$ cat src/rtl/wf_window_draw.sv
// wf_window_draw: two-stage pixel pipeline that classifies each active pixel
// against a frame-latched window. It reports in-window, trace and outline
// hits, and drives the waveform RAM read address for the trace lookup.
module wf_window_draw (
   input  logic       clk,
   input  logic       rst,
   input  logic [9:0] start_x,
   input  logic [9:0] end_x,
   input  logic [9:0] start_y,
   input  logic [9:0] end_y,
   input  logic       frame_start,
   input  logic       pix_valid,
   input  logic [9:0] x,
   input  logic [9:0] y,
   output logic [9:0] sample_addr,
   input  logic [7:0] sample_data,
   output logic       in_win,
   output logic       draw,
   output logic       border,
   output logic       limits_err
);

   localparam logic [9:0] DEF_SX = 10'd0;
   localparam logic [9:0] DEF_EX = 10'd639;
   localparam logic [9:0] DEF_SY = 10'd0;
   localparam logic [9:0] DEF_EY = 10'd479;

   // Inclusive range test shared by both axes.
   function automatic logic in_range(input logic [9:0] v,
                                     input logic [9:0] lo,
                                     input logic [9:0] hi);
      in_range = (v >= lo) && (v <= hi);
   endfunction

   // Shadow limits and error flag.
   logic [9:0] sx_q, ex_q, sy_q, ey_q;
   logic [9:0] sx_d, ex_d, sy_d, ey_d;
   logic       err_q, err_d;

   // Stage 1 registers. Window limits travel with the pixel, so a frame_start
   // landing between stages cannot mix old and new limits for one pixel.
   logic       win1_q;
   logic [9:0] x1_q, y1_q;
   logic [9:0] sx1_q, ex1_q, sy1_q, ey1_q;
   logic [9:0] addr1_q;

   // Stage 2 (output) registers.
   logic       in_win_q, draw_q, border_q;

   // Stage 0 and stage 1 combinational results.
   logic        limits_ok_s;
   logic        win0_s;
   logic [9:0]  addr0_s;
   logic [9:0]  span_s;
   logic [17:0] prod_s;
   logic [9:0]  wave_y_s;
   logic        edge1_s;
   logic        draw1_s;

   // Shadow next-state: load legal limits on frame_start, otherwise hold.
   always_comb begin
      sx_d        = sx_q;
      ex_d        = ex_q;
      sy_d        = sy_q;
      ey_d        = ey_q;
      err_d       = err_q;
      limits_ok_s = (start_x <= end_x) && (start_y <= end_y);
      if (frame_start) begin
         if (limits_ok_s) begin
            sx_d  = start_x;
            ex_d  = end_x;
            sy_d  = start_y;
            ey_d  = end_y;
            err_d = 1'b0;
         end else begin
            err_d = 1'b1;
         end
      end else begin
         err_d = err_q;
      end
   end

   // Shadow limit registers; reset to the full 640x480 frame.
   always_ff @(posedge clk or negedge rst) begin
      if (!rst) begin
         sx_q  <= DEF_SX;
         ex_q  <= DEF_EX;
         sy_q  <= DEF_SY;
         ey_q  <= DEF_EY;
         err_q <= 1'b0;
      end else begin
         sx_q  <= sx_d;
         ex_q  <= ex_d;
         sy_q  <= sy_d;
         ey_q  <= ey_d;
         err_q <= err_d;
      end
   end

   // Stage 0 window test and RAM address; uses the pre-update shadows.
   always_comb begin
      win0_s  = 1'b0;
      addr0_s = 10'd0;
      if (pix_valid && in_range(x, sx_q, ex_q) && in_range(y, sy_q, ey_q)) begin
         win0_s  = 1'b1;
         addr0_s = x - sx_q;
      end else begin
         win0_s  = 1'b0;
         addr0_s = 10'd0;
      end
   end

   // Stage 1 pipeline registers.
   always_ff @(posedge clk or negedge rst) begin
      if (!rst) begin
         win1_q  <= 1'b0;
         x1_q    <= 10'd0;
         y1_q    <= 10'd0;
         sx1_q   <= DEF_SX;
         ex1_q   <= DEF_EX;
         sy1_q   <= DEF_SY;
         ey1_q   <= DEF_EY;
         addr1_q <= 10'd0;
      end else begin
         win1_q  <= win0_s;
         x1_q    <= x;
         y1_q    <= y;
         sx1_q   <= sx_q;
         ex1_q   <= ex_q;
         sy1_q   <= sy_q;
         ey1_q   <= ey_q;
         addr1_q <= addr0_s;
      end
   end

   // Stage 1 trace height and outline test. The scaled offset never exceeds
   // the span, so wave_y stays within [sy, ey].
   always_comb begin
      span_s   = ey1_q - sy1_q;
      prod_s   = {10'd0, sample_data} * {8'd0, span_s};
      wave_y_s = ey1_q - 10'(prod_s >> 8);
      edge1_s  = win1_q && ((x1_q == sx1_q) || (x1_q == ex1_q) ||
                            (y1_q == sy1_q) || (y1_q == ey1_q));
      draw1_s  = win1_q && (y1_q == wave_y_s);
   end

   // Stage 2 output registers.
   always_ff @(posedge clk or negedge rst) begin
      if (!rst) begin
         in_win_q <= 1'b0;
         draw_q   <= 1'b0;
         border_q <= 1'b0;
      end else begin
         in_win_q <= win1_q;
         draw_q   <= draw1_s;
         border_q <= edge1_s;
      end
   end

   assign sample_addr = addr1_q;
   assign in_win      = in_win_q;
   assign draw        = draw_q;
   assign border      = border_q;
   assign limits_err  = err_q;

endmodule
$ cat config.mk
export PLATFORM = sky130hd
export DESIGN_NAME = wf_window_draw
export DESIGN_NICKNAME = d
export VERILOG_FILES = /design/src/rtl/wf_window_draw.sv
export SDC_FILE = /design/constraint.sdc
export NUM_CORES = 1
export LEC_CHECK = 0
export CORE_MARGIN = 4
export CORE_UTILIZATION = 40
export DETAILED_ROUTE_END_ITERATION = 10
export PLACE_DENSITY_LB_ADDON = 0.2
export SLEW_MARGIN = 20
export SYNTH_ARGS = -nofsm -noshare
export SYNTH_HDL_FRONTEND = slang
export SYNTH_SLANG_ARGS = --single-unit
export TNS_END_PERCENT = 20
$ cat constraint.sdc
create_clock -name clk -period 6.4 [get_ports clk]
set_clock_uncertainty 0.15 [all_clocks]
set_input_delay 0.64 -clock clk [delete_from_list [all_inputs] [get_ports clk]]
set_output_delay 0.64 -clock clk [all_outputs]
set_load 0.03 [all_outputs]
# ---- Word level (Yosys, flattened, before mapping)
# Index checks and enable logic that the tools add are counted.
dict set report totals {
  reg_bits 115
  word_cells 45
}
dict set report op_classes {
  n_lt_le_gt_ge 6
  n_reduce_logical 11
  mul 1
  n_eq_ne 5
  add_sub_neg 3
  mux 3
}
# cell count
set ops {}
lappend ops {{== test 10 bit} 5}
lappend ops {{<= comparator 10 bit} 4}
lappend ops {{subtractor 10 bit} 3}
lappend ops {{>= comparator 10 bit} 2}
lappend ops {{multiplier 8 x 10 -> 18 bit} 1}
lappend ops {{2-to-1 mux 10 bit} 1}
lappend ops {{logical AND 1 bit} 7}
lappend ops {{logical OR 1 bit} 3}
lappend ops {{2-to-1 mux 1 bit} 2}
lappend ops {{AND reduction 2 bit} 1}

# ---- Depth between registers and ports, before layout
# Gate-level depths: netlist (run 1).
dict set report depth {
  ltp_word 5
  depth_mapped 34
}

# ---- Worst setup path after synthesis (run 1)
# OpenSTA, ideal clock, no wires.
dict set report synth_path {
  path_type {register -> register}
  from {reg ey1_q[0]}
  to {reg draw_q, in the netlist draw}
  arrival_ps 6767
  period_less_slack_ps 7038
  path_buffers 0
  stages_incl_launch_ff 33
  path_slack_ps -638
  cell_sequence {dfstp_2 -> inv_1 -> ha_1 -> fa_1 -> nor2b_1 -> o21ai_1 -> a21boi_1 -> o21ai_1 -> nand2b_1 -> xor2_1 -> nand2_1 -> fa_1 -> fa_1 -> fa_1 -> fa_1 -> inv_1 -> ha_1 -> nand3_1 -> nand2_1 -> a41o_1 -> nand2_1 -> nand2_1 -> a21oi_1 -> xor2_1 -> ha_1 -> and3_1 -> a21oi_1 -> o211ai_1 -> a31o_1 -> a21oi_1 -> xnor2_1 -> xnor2_1 -> and4bb_1}
}
dict set report synth_between {
  elab_chain_len 5
}
# item line
set synth_rtl {}
lappend synth_rtl {{start, declared} 44} ;# logic [9:0] sx1_q, ex1_q, sy1_q, ey1_q;
lappend synth_rtl {{start signal, assigned} 131} ;# ey1_q <= ey_q;
lappend synth_rtl {{subtractor 10 bit} 139} ;# span_s = ey1_q - sy1_q;
lappend synth_rtl {{multiplier 8 x 10 -> 18 bit} 140} ;# prod_s = {10'd0, sample_data} * {8'd0, span_s};
lappend synth_rtl {{subtractor 10 bit *} 141} ;# wave_y_s = ey1_q - 10'(prod_s >> 8);
lappend synth_rtl {{== test 10 bit *} 144} ;# draw1_s = win1_q && (y1_q == wave_y_s);
lappend synth_rtl {{logical AND 1 bit *} 144}
lappend synth_rtl {{via draw1_s} 58} ;# logic draw1_s;
lappend synth_rtl {{end signal, assigned} 155} ;# draw_q <= draw1_s;
lappend synth_rtl {{end, declared} 48} ;# logic in_win_q, draw_q, border_q;
# Mark *: on every way through the listed nets, which the timed path passes. The rest lies on a longest branch.
# A chain may end at the register's enable or synchronous reset.

# ---- Worst setup path in the final report (run 1)
# Ends and elaborated chain as after synthesis.

==> results of run 1 <==
[area by class of cell]
| cell class | instances | area, µm² |
|---|---|---|
| flip-flops and latches | 115 | 2918 |
| well taps | 275 | 344.1 |
| fillers | 1920 | 9947 |
| clock buffers | 21 | 460.4 |
| clock inverters | 10 | 110.1 |
| inverters | 143 | 536.8 |
| repair buffers | 173 | 1513 |
| multi-input cells | 602 | 5458 |
[worst max path at each step]
stage / startpoint / to / cells past startpoint
2_1_floorplan: ey1_q[0]$_DFF_PN1_ / draw$_DFF_PN0_ / 32
3_3_place_gp: ey1_q[0]$_DFF_PN1_ / draw$_DFF_PN0_ / 32
3_5_place_dp: ey1_q[0]$_DFF_PN1_ / draw$_DFF_PN0_ / 32
4_1_cts: ey1_q[0]$_DFF_PN1_ / draw$_DFF_PN0_ / 28
5_1_grt: ey1_q[0]$_DFF_PN1_ / draw$_DFF_PN0_ / 32
6_report: ey1_q[0]$_DFF_PN1_ / draw$_DFF_PN0_ / 33
[per-layer routing]
metal | vias to the layer above | global-route usage | part of all wire
met1 | 2981 | 0.2420 | 0.49
met5 | - | 0 | 0
met2 | 109 | 0.2671 | 0.45
met3 | 30 | 0.02857 | 0.033
met4 | 0 | 0.05537 | 0.021
li1 | 3231 | - | -
[cells in the mapped netlist, drive strengths merged, types with 2 or more instances]
cell,count,area (µm²)
a21boi,2,15.01
a21o,22,165.2
a21oi,30,153.9
a31o,2,17.52
a31oi,4,25.02
a41o,2,20.02
and2,23,143.9
and2b,3,22.52
and3,5,31.28
and4bb,2,25.02
buf,2,7.510
clkbuf,13,48.80
dfrtp,83,2077
dfstp,32,840.8
fa,50,1001
ha,113,1414
inv,143,536.8
mux2,23,259.0
mux2i,6,60.06
nand2,73,274.0
nand2b,17,106.4
nand3,8,40.04
nand4,13,81.33
nor2,29,108.9
nor2b,14,87.58
nor3,8,40.04
nor4,10,62.56
o211ai,6,45.04
o21a,2,15.01
o21ai,37,188.9
o21bai,3,22.52
or3,2,12.51
xnor2,32,280.3
xor2,49,429.2
[what timing repair did]
action / in CTS / in global routing
endpoints found under the setup margin: 1 / 1
setup buffers: 0 / 6
pin swaps: 0 / 23
resized for setup: 1 / 11
[flip-flops by register name (all words and copies together) (netlist names), 10 cells and up]
name,flops
ex1_q,10
ex_q,10
ey1_q,10
ey_q,10
sample_addr,10
sx1_q,10
sx_q,10
sy1_q,10
sy_q,10
x1_q,10
y1_q,10
[worst reg2reg max path, delay by kind of cell (launching register included)]
family | cells | cell delay (ps)
adders and majority gates | 8 | 3200
AOI/OAI and AO/OA | 8 | 1190
and+or+nand+nor | 9 | 1060
xor gates and xnor gates | 4 | 550
DFF | 1 | 530
buffers and inverters | 4 | 280
[kinds of logic after synthesis]
kind of cell | count (synthesis) | share of synthesized area
simple gates | 209 | 0.1200
fa+ha+maj | 163 | 0.2750
buf+inv | 158 | 0.06755
compound gates | 120 | 0.08793
flops | 115 | 0.3323
xor+xnor | 81 | 0.08080
mux | 29 | 0.03634
[stage by stage]
stage	hold WS [ps]	worst slack, ps	instances	setup TNS, ps	area [µm²]
5_1_grt	153.2	-1015	1339	-1015	11340
2_1_floorplan	194.4	-210.3	875	-210.3	8904
6_report	105.0	-614.7	1339	-614.7	11340
4_1_cts	123.8	-621.6	1333	-621.6	11240
3_3_place_gp	214.1	-548.6	1302	-548.6	10660
3_5_place_dp	217.1	-622.1	1302	-622.1	10660
==> flow_metrics.tcl, run 1 <==
set metrics [dict create \
    r2r_end "draw$_DFF_PN0_" \
    setup_viol 1 \
    clk_latency_ps 410 \
    grtUsageTotal 0.1705 \
    slew_headroom 0.3409 \
    synth_area_um2 8780 \
    yosysUniqueCellTypes 50 \
    ys_ff_latch 115 \
    core_region_area_um2 21290 \
    critPathTopFamily "adder cells" \
    hpwl_um 16580 \
    slowest_stage "fa_1" \
    crit_type "register to register" \
    layout_common_cells "138 x inv_1, 106 x ha_1, 88 x buf_4" \
    r2r_slack_ps -610 \
    die_h_um 156.2 \
    cts.sinks 115 \
    grt_max_degree 65 \
    wirelength_um 19470 \
    period_minus_slack_ps 7015 \
    outcome "finished, violations left" \
    clockRootBuffer "clkbuf_16" \
    worstPathArrival_ps 7210 \
    rows 53 \
    synth_enable_flop_cells 0 \
    synth_warnings 0 \
    hold_buffers 0 \
    cts_max_level 4 \
    final_util 0.5327 \
    gr-total-overflow 0 \
    mostFrequentLayoutCell "inv_1" \
    cp_num_buf_inv 4 \
    worstSetupStartpointType "register" \
    drc 0 \
    cpMostUsedCell "fa_1" \
    antenna_found_initial 0 \
    num_vias 6351 \
    gp_congestion 0.8275 \
    rsz0062_at_grt "yes" \
    synth_fp_nets 1110 \
    end_kind "register" \
    fin_crit_sh 1.096 \
    tightest_slew_ps 984.3 \
    cts_tree "yes" \
    violations "setup timing" \
    seq_area_frac_synth 0.3323 \
    via_per_inst 4.743 \
    crit_fanout 4 \
    drive_above_1_share 0.1758 \
    synth_cells 875 \
    r2r_start "ey1_q[0]$_DFF_PN1_" \
    ant_nets 0 \
    clock.fmax_mhz 142.6 \
    drv_slew 0 \
    nNetsFinal 1287 \
    hold_viol 0 \
    required_ps 6600 \
    clock_path_buffers 2 \
    area_growth_pct 29.16 \
    cpPeakStageDelay_ps 570 \
    io_pins 86 \
    wl_per_cell_um 14.54 \
    path_clk_slew_ps 50 \
    grt_pass1_vias 6448 \
    firstDrtPassIters 4 \
    fin_ws_ps -614.7 \
    die_w_um 156.2 \
    io_buffers 85 \
    initial_utilization 0.4124 \
    numCtsBuffers 17 \
    r2r_cells 33 \
    ys.flop_type "dfrtp_1" \
    synth.avg_cell_area_um2 10.03 \
    grt_pass1_wl_um 32700 \
    antennaDiodeCount 0 \
    cap_violations 0 \
    hp-class "primary input to asynchronous set/reset pin" \
    die_area_um2 24380 \
    dr.first_iter.drc_count 209 \
    synthArstFlopShare 1.000 \
]
Power of run 1 is not shown: default switching activity piles up to over one toggle a cycle in this logic, so the estimate is an artifact.
==> inputs of run 2 (changes only) <==
==> constraint.sdc (replaced) <==
create_clock -name clk -period 8.7 [get_ports clk]
set_clock_uncertainty 0.15 [all_clocks]
set_input_delay 0.87 -clock clk [delete_from_list [all_inputs] [get_ports clk]]
set_output_delay 0.87 -clock clk [all_outputs]
set_load 0.03 [all_outputs]
==> run 2 against run 1 <==
The flow now finishes without violations. Fmax shrank 7.7%. Global-route usage shrank 0.97 points. Via count shrank 5.3%. Wire length shrank 4.3%. Non-clock buffer count shrank 83. Flip-flop and latch count is the same. Hold slack gained 120 ps. Count of clock-buffer cells in the layout shrank 2. Sequential share of layout area grew 1.8 points. Final area shrank 6.5%. Register-to-register slack gained 1700 ps. Utilization shrank 3.4 points. Highest routed layer unchanged.
==> flow_metrics.tcl, run 2 (synthesis gave the netlist of run 1 again) <==
set metrics [dict create \
    clk_latency_ps 410 \
    grtUsageTotal 0.1608 \
    cap_violations 0 \
    path_clk_slew_ps 50 \
    post_cts_resized 0 \
    nNetsFinal 1204 \
    core_region_area_um2 21290 \
    grt_pass1_vias 6154 \
    cpMostUsedCell "fa_1" \
    hold_buffers 0 \
    met2_usage 0.2540 \
    cts.sinks 115 \
    antennaDiodeCount 0 \
    cts_tree "yes" \
    required_ps 8840 \
    outcome "completed" \
    worstSetupStartpointType "register" \
    drc 0 \
    firstDrtPassIters 4 \
    layout_common_cells "141 x inv_1, 113 x ha_1, 84 x clkdlybuf4s50_1" \
    crit_fanout 8 \
    drv_slew 0 \
    worstPathArrival_ps 7740 \
    grtUsageMet3 0.02607 \
    rsz0062_at_grt "no" \
    hpwl_um 15280 \
    tns_ps 0 \
    mostFrequentLayoutCell "inv_1" \
    die_w_um 156.2 \
    gr-total-overflow 0 \
    fin_crit_sh 0.8733 \
    tightest_slew_ps 985.6 \
    io_buffers 85 \
    die_area_um2 24380 \
    slew_headroom 0.3400 \
    gp_congestion 0.8314 \
    post_cts_buffers 0 \
    r2r_slack_ps 1100 \
    drive_above_1_share 0.07637 \
    period_minus_slack_ps 7598 \
    io_pins 86 \
    area_growth_pct 20.82 \
    grt.busiest_layer "met2" \
    clock_path_buffers 2 \
    rows 53 \
    hold_viol 0 \
    clockRootBuffer "clkbuf_16" \
    via_per_inst 4.786 \
    antenna_found_initial 0 \
    grt_pass1_wl_um 31310 \
    clock.fmax_mhz 131.6 \
    use_met1 0.2315 \
    grt_max_degree 68 \
    numCtsBuffers 17 \
    wirelength_um 18620 \
    slowest_stage "fa_1" \
    num_vias 6016 \
    dr.first_iter.drc_count 254 \
    end_kind "register" \
    hp-class "register to register" \
    crit_type "register to register" \
    cts_max_level 4 \
    die_h_um 156.2 \
    wl_per_cell_um 14.82 \
    cpPeakStageDelay_ps 560 \
    setup_viol 0 \
    initial_utilization 0.4124 \
    ant_nets 0 \
]
==> run 2: layer usage <==
layer  wire length [µm]  vias to the layer above
li1                   -                     3065
met1               9287                     2812
met2               8416                      122
met3                694                       17
met4                226                        0
met5                  0                        -
==> run 2: worst paths after layout <==
path,from,endpoint,cells past startpoint
max in group asynchronous,rst,sy1_q[8]$_DFF_PN0_,2
setup / recovery,ey1_q[0]$_DFF_PN1_,draw$_DFF_PN0_,32
hold reg to reg,ex_q[9]$_DFFE_PN1P_,ex1_q[9]$_DFF_PN1_,0
hold / removal,ex_q[9]$_DFFE_PN1P_,ex1_q[9]$_DFF_PN1_,0
setup reg to reg,ey1_q[0]$_DFF_PN1_,draw$_DFF_PN0_,32
min in group asynchronous,rst,sx_q[2]$_DFFE_PN0P_,1
==> run 2: area by class of cell <==
| class | instances | area, µm² |
|---|---|---|
| tap | 275 | 344.1 |
| sequential | 115 | 2918 |
| timing repair buffer | 90 | 885.9 |
| clock inverter | 13 | 209.0 |
| fill | 1954 | 10680 |
| multi-input combinational | 602 | 5271 |
| inverter | 143 | 536.8 |
| clock buffer | 19 | 442.9 |
==> run 2: critical path: cells and delay by family, from the launching register on <==
kind / cells / cell delay [ps]
AND/OR/NAND/NOR: 10 / 1240
AO/OA/AOI/OAI: 8 / 1440
buffers and inverters: 2 / 100
XOR/XNOR: 4 / 800
flip-flops: 1 / 530
adder cells (fa/ha/maj): 8 / 3250
==> run 2: metrics by stage <==
step / setup WS, ps / util / hold slack [ps] / instance area (µm²) / cells
floorplan: 1662 / - / 210.7 / 8780 / 875
global placement: 1281 / 0.4677 / 216.5 / 9956 / 1225
detailed placement: 1117 / 0.4677 / 218.8 / 9956 / 1225
CTS: 1101 / 0.4983 / 229.3 / 10610 / 1257
global route: 457.1 / 0.4983 / 232.4 / 10610 / 1257
finish: 1102 / 0.4983 / 227.1 / 10610 / 1257
Power of run 2 is left out for the same reason.
==> inputs of run 3 (changes only) <==
==> constraint.sdc (replaced) <==
create_clock -name clk -period 8.7 [get_ports clk]
set_clock_uncertainty 0.15 [all_clocks]
set_input_delay 2.175 -clock clk [delete_from_list [all_inputs] [get_ports clk]]
set_output_delay 2.175 -clock clk [all_outputs]
set_load 0.03 [all_outputs]
==> run 3 against run 2 <==
Flip-flop and latch count unchanged. Die area unchanged. Final area decreased by 0.20%. Non-clock buffer count increased by 2. Wire length decreased by 0.23%. Utilization decreased by 0.10 points. Sequential share of layout area increased by 0.055 points. Critical path depth decreased by 7. Worst setup slack got worse by 450 ps. Critical path type is now primary input to register. Critical endpoint unchanged. Highest routed layer unchanged.
==> flow_metrics.tcl, run 3 (synthesis gave the netlist of run 1 again) <==
set metrics [dict create \
    outcome "completed" \
    slew_headroom 0.3814 \
    hp-class "register to register" \
    die_w_um 156.2 \
    cts_tree "yes" \
    numCtsBuffers 17 \
    grt_max_degree 70 \
    design_area_um2 10590 \
    io_pins 86 \
    initial_utilization 0.4124 \
    final_util 0.4973 \
    die_area_um2 24380 \
    tightest_slew_ps 923.8 \
    final-seq-area_um2 2918 \
    ant_nets 0 \
    drv_slew 0 \
    clock_path_buffers 2 \
    worstSetupStartpointType "primary input" \
    clock.fmax_mhz 124.2 \
    cts.sinks 115 \
    placed_cells 1227 \
    dr.first_iter.drc_count 176 \
    core_region_area_um2 21290 \
    path_clk_slew_ps 50 \
    crit_fanout 11 \
    tns_ps 0 \
    antennaDiodeCount 0 \
    hpwl_um 15260 \
    wirelength_um 18580 \
    firstDrtPassIters 4 \
    clk_latency_ps 410 \
    cpPeakStageDelay_ps 580 \
    clockRootBuffer "clkbuf_16" \
    dpl_cell_area_um2 9971 \
    end_kind "register" \
    nNetsFinal 1206 \
    die_h_um 156.2 \
    antenna_found_initial 0 \
    layout_common_cells "141 x inv_1, 113 x ha_1, 84 x clkdlybuf4s50_1" \
    setup_viol 0 \
    cap_violations 0 \
    post_cts_resized 0 \
    crit_type "primary input to register" \
    rsz0062_at_grt "no" \
    grt_pass1_vias 6235 \
    cpMostUsedCell "fa_1" \
    drc 0 \
    wl_per_cell_um 14.76 \
    fin_crit_sh 0.9252 \
    rows 53 \
    worstPathArrival_ps 8190 \
    post_cts_buffers 0 \
    multi_input_area_um2 5271 \
    slowest_stage "clkdlybuf4s50_1" \
    num_vias 6066 \
    stdcell_count 1259 \
    cts_max_level 4 \
    required_ps 8840 \
    period_minus_slack_ps 8049 \
    grtUsageTotal 0.1618 \
    mostFrequentLayoutCell "inv_1" \
    hold_viol 0 \
    io_buffers 85 \
    area_growth_pct 20.58 \
    gp_congestion 0.7995 \
    drive_above_1_share 0.07622 \
    grt_pass1_wl_um 31360 \
    hold_buffers 0 \
    fill_cells 1985 \
    gr-total-overflow 0 \
    via_per_inst 4.818 \
]
[run 3: cell types whose count changed in the layout (fill, tap and decap cells not counted), sizes merged]
cell	before	now
buf	6	8
clkinv	5	3
clkbuf	19	24
clkinvlp	3	2
bufinv	5	3
[run 3: worst paths after layout]
kind	from	slack, ps	endpoint	depth (start not counted)
setup / recovery	sample_data[2]	650	draw$_DFF_PN0_	25
hold / removal	ex_q[9]$_DFFE_PN1P_	220	ex1_q[9]$_DFF_PN1_	0
setup reg to reg	ey1_q[2]$_DFF_PN1_	1070	draw$_DFF_PN0_	31
hold reg to reg	ex_q[9]$_DFFE_PN1P_	220	ex1_q[9]$_DFF_PN1_	0
max in group asynchronous	rst	5480	sy1_q[1]$_DFF_PN0_	2
min in group asynchronous	rst	1620	sx_q[2]$_DFFE_PN0P_	1
[run 3: area by class of cell]
type,count,share of cell area
repair buffers,92,0.08510
clock inverters,8,0.01170
clock buffers,24,0.04645
multi-input cells,602,0.4979
well taps,275,0.03250
flip-flops and latches,115,0.2756
inverters,143,0.05070
[run 3: stage by stage]
| stage | hold WS (ps) | setup WS (ps) |
|---|---|---|
| floorplan | 210.7 | 963.2 |
| global placement | 214.9 | 327.9 |
| detailed placement | 218.9 | 217.6 |
| CTS | 222.0 | 617.8 |
| global route | 227.5 | 221.5 |
| finish | 220.1 | 650.6 |
[run 3: worst max-delay path, delay by kind of cell]
kind / cells / cell delay [ps]
simple gates: 5 / 740
fa+ha+maj: 6 / 2550
xor+xnor: 3 / 420
compound gates: 8 / 1630
buf+inv: 3 / 680
[run 3: per-layer routing]
layer | wire [µm] | global-route usage
met3 | 485 | 0.02247
met5 | 0 | 0
met2 | 8510 | 0.2624
met1 | 9446 | 0.2307
met4 | 140 | 0.03884
Power of run 3 is left out for the same reason.
==> variant (config.mk and constraints of run 1) <==
Add an input register stage for `start_y`; this delays it by one clock. The other inputs are not delayed to match.
--- a/src/rtl/wf_window_draw.sv
+++ b/src/rtl/wf_window_draw.sv
@@ -25,4 +25,10 @@
    localparam logic [9:0] DEF_SY = 10'd0;
    localparam logic [9:0] DEF_EY = 10'd479;
+
+   logic [9:0] start_y_q;
+
+   always_ff @(posedge clk) begin
+      start_y_q <= start_y;
+   end
 
    // Inclusive range test shared by both axes.
@@ -65,10 +71,10 @@
       ey_d        = ey_q;
       err_d       = err_q;
-      limits_ok_s = (start_x <= end_x) && (start_y <= end_y);
+      limits_ok_s = (start_x <= end_x) && (start_y_q <= end_y);
       if (frame_start) begin
          if (limits_ok_s) begin
             sx_d  = start_x;
             ex_d  = end_x;
-            sy_d  = start_y;
+            sy_d  = start_y_q;
             ey_d  = end_y;
             err_d = 1'b0;
Function: changed (Yosys sat finds a counterexample within 4 cycles, from zero or initial values and one cycle with rst low).
==> variant against run 1 <==
Via count is 1.1% higher; count of clock-buffer cells in the layout is 4 lower; wire length is 1.6% higher; fmax hardly changed; sequential cell count is 10 higher; highest routed layer unchanged; critical endpoint unchanged; sequential share of layout area is 1.3 points higher; first-iteration DRC count is 23% higher; area after synthesis is 2.3% higher; cell area is 1.8% higher; the flow still finishes with violations (setup timing); setup slack worse by 0.0034 ns.
Power is left out: the tool's default activity adds up to more than one toggle a clock period on the data nets, which glitch-free logic cannot reach.
==> variant: results (changes against run 1) <==
detailed_routing:
  drtIter0Drc: 258  # +23%
  wl_per_cell_um: 14.67  # +0.89%
  vias_per_cell: 4.763  # +0.43%
  wl_um: 19780  # +1.6%
final_layout:
  finalInstanceArea_mm2: 0.01155  # +1.8%
  fill_cells: 1973  # +2.8%
  insertedDiodeCount: 0  # unchanged
  layout.nets: 1290  # +0.23%
  drive_gt1_share_pct: 17.51  # -0.066 points
global_route:
  grt_pass1_wl_um: 32890  # +0.59%
  first_global_vias: 6626  # +2.8%
  antenna_found_initial: 0  # unchanged
  grt_max_degree: 68  # +4.6%
  track_usage_pct: 16.72  # -0.33 points
critical_path:
  path_max_fanout: 4  # unchanged
  crit_family: "adder cells"
  slowest_stage: "dfstp_2"
  cpPeakStageDelay_ns: 0.54  # -0.03 ns
synth:
  ys_seq_area_share_pct: 34.72  # +1.5 points
  synth.distinct_cells: 51  # +2.0%
  synth-main-ff-cell: "dfrtp_1"
  syn_inst: 885  # +1.1%
  async_flop_share_pct: 92.00  # -8.0 points
  syn_nets: 1120  # +0.90%
  synth_area_leaders: "dfrtp_1, ha_1, fa_1"
clock_network:
  clkTransAtPathRegs_ns: 0.06
  h-tree-depth: 4  # unchanged
  clk_latency_ns: 0.42
sta:
  final.setup.tns_ns: -0.6181  # -0.003417 ns
  worst_slack_ns: -0.6181  # -0.003417 ns
  setup_viol_count_final: 1  # unchanged
  maxSlewHeadroom_pct: 33.04  # -1.0 points
place:
  place.port_buffers: 85  # unchanged
  gp_congestion: 0.8127  # -1.8%
  dp_hpwl_um: 16440  # -0.85%
  place_area_mm2: 0.01081  # +1.4%
status:
  violations: "setup timing"
  status: "finished with violations"
min_path:
  hold_class: "in2async"
## variant: cell count changes in the layout (fill, tap and decap cells not counted), sizes merged
cell / before / now
bufinv: 2 / 3
clkinv: 4 / 8
dfxtp: 0 / 10
inv: 143 / 144
buf: 89 / 82
clkbuf: 21 / 17
clkinvlp: 4 / 3
## variant: timing repair
item | 4_1_cts | 5_1_grt
pin swaps | 33 | 6
gates resized for setup | 8 | 8
endpoints found under the setup margin | 1 | 1
buffers inserted | 5 | 1
## variant: cell type report
type	instances	area share, %
Multi-Input combinational cell	602	47.49
Sequential cell	125	27.00
Timing Repair Buffer	166	12.65
Inverter	143	4.649
Clock buffer	17	3.684
Tap cell	280	3.034
Clock inverter	15	1.495
## variant: kinds of logic (layout without fill, tap and decap cells)
kind of cell    count (synthesis)  after routing  share of synthesized area [%]
buf+inv                       158            341                          6.605
flops                         125            125                          34.72
xor+xnor                       81             81                          7.900
mux                            29             29                          3.553
fa+ha+maj                     163            163                          26.89
simple gates                  209            209                          11.73
compound gates                120            120                          8.597
## variant: metal layers
layer / global-route usage, % / up-vias / wire [µm]
li1: - / 3251 / -
met1: 23.50 / 3042 / 9846
met2: 27.00 / 106 / 9096
met3: 2.734 / 22 / 611
met4: 4.424 / 0 / 222
met5: 0 / - / 0
## variant: through the flow
stage / hold WS, ns / setup WS, ns / util [%]
after floorplan: 0.1944 / -0.2103 / -
after global placement: 0.2147 / -0.5908 / 49.24
after detailed placement: 0.2166 / -0.7162 / 49.24
after CTS: 0.1956 / -0.6299 / 52.27
after global routing: 0.2291 / -0.9386 / 52.58
final: 0.1686 / -0.6181 / 52.58
## variant: worst paths after layout
kind | start | end | slack (ns) | cells after the start
setup / recovery | ey1_q[0]$_DFF_PN1_ | draw$_DFF_PN0_ | -0.62 | 31
hold / removal | rst | sample_addr[8]$_DFF_PN0_ | 0.17 | 1
setup reg to reg | ey1_q[0]$_DFF_PN1_ | draw$_DFF_PN0_ | -0.62 | 31
hold reg to reg | ey_q[6]$_DFFE_PN1P_ | ey1_q[6]$_DFF_PN1_ | 0.22 | 0
max in group asynchronous | rst | sy1_q[0]$_DFF_PN0_ | 4.80 | 2
min in group clk | ey_q[6]$_DFFE_PN1P_ | ey1_q[6]$_DFF_PN1_ | 0.22 | 0
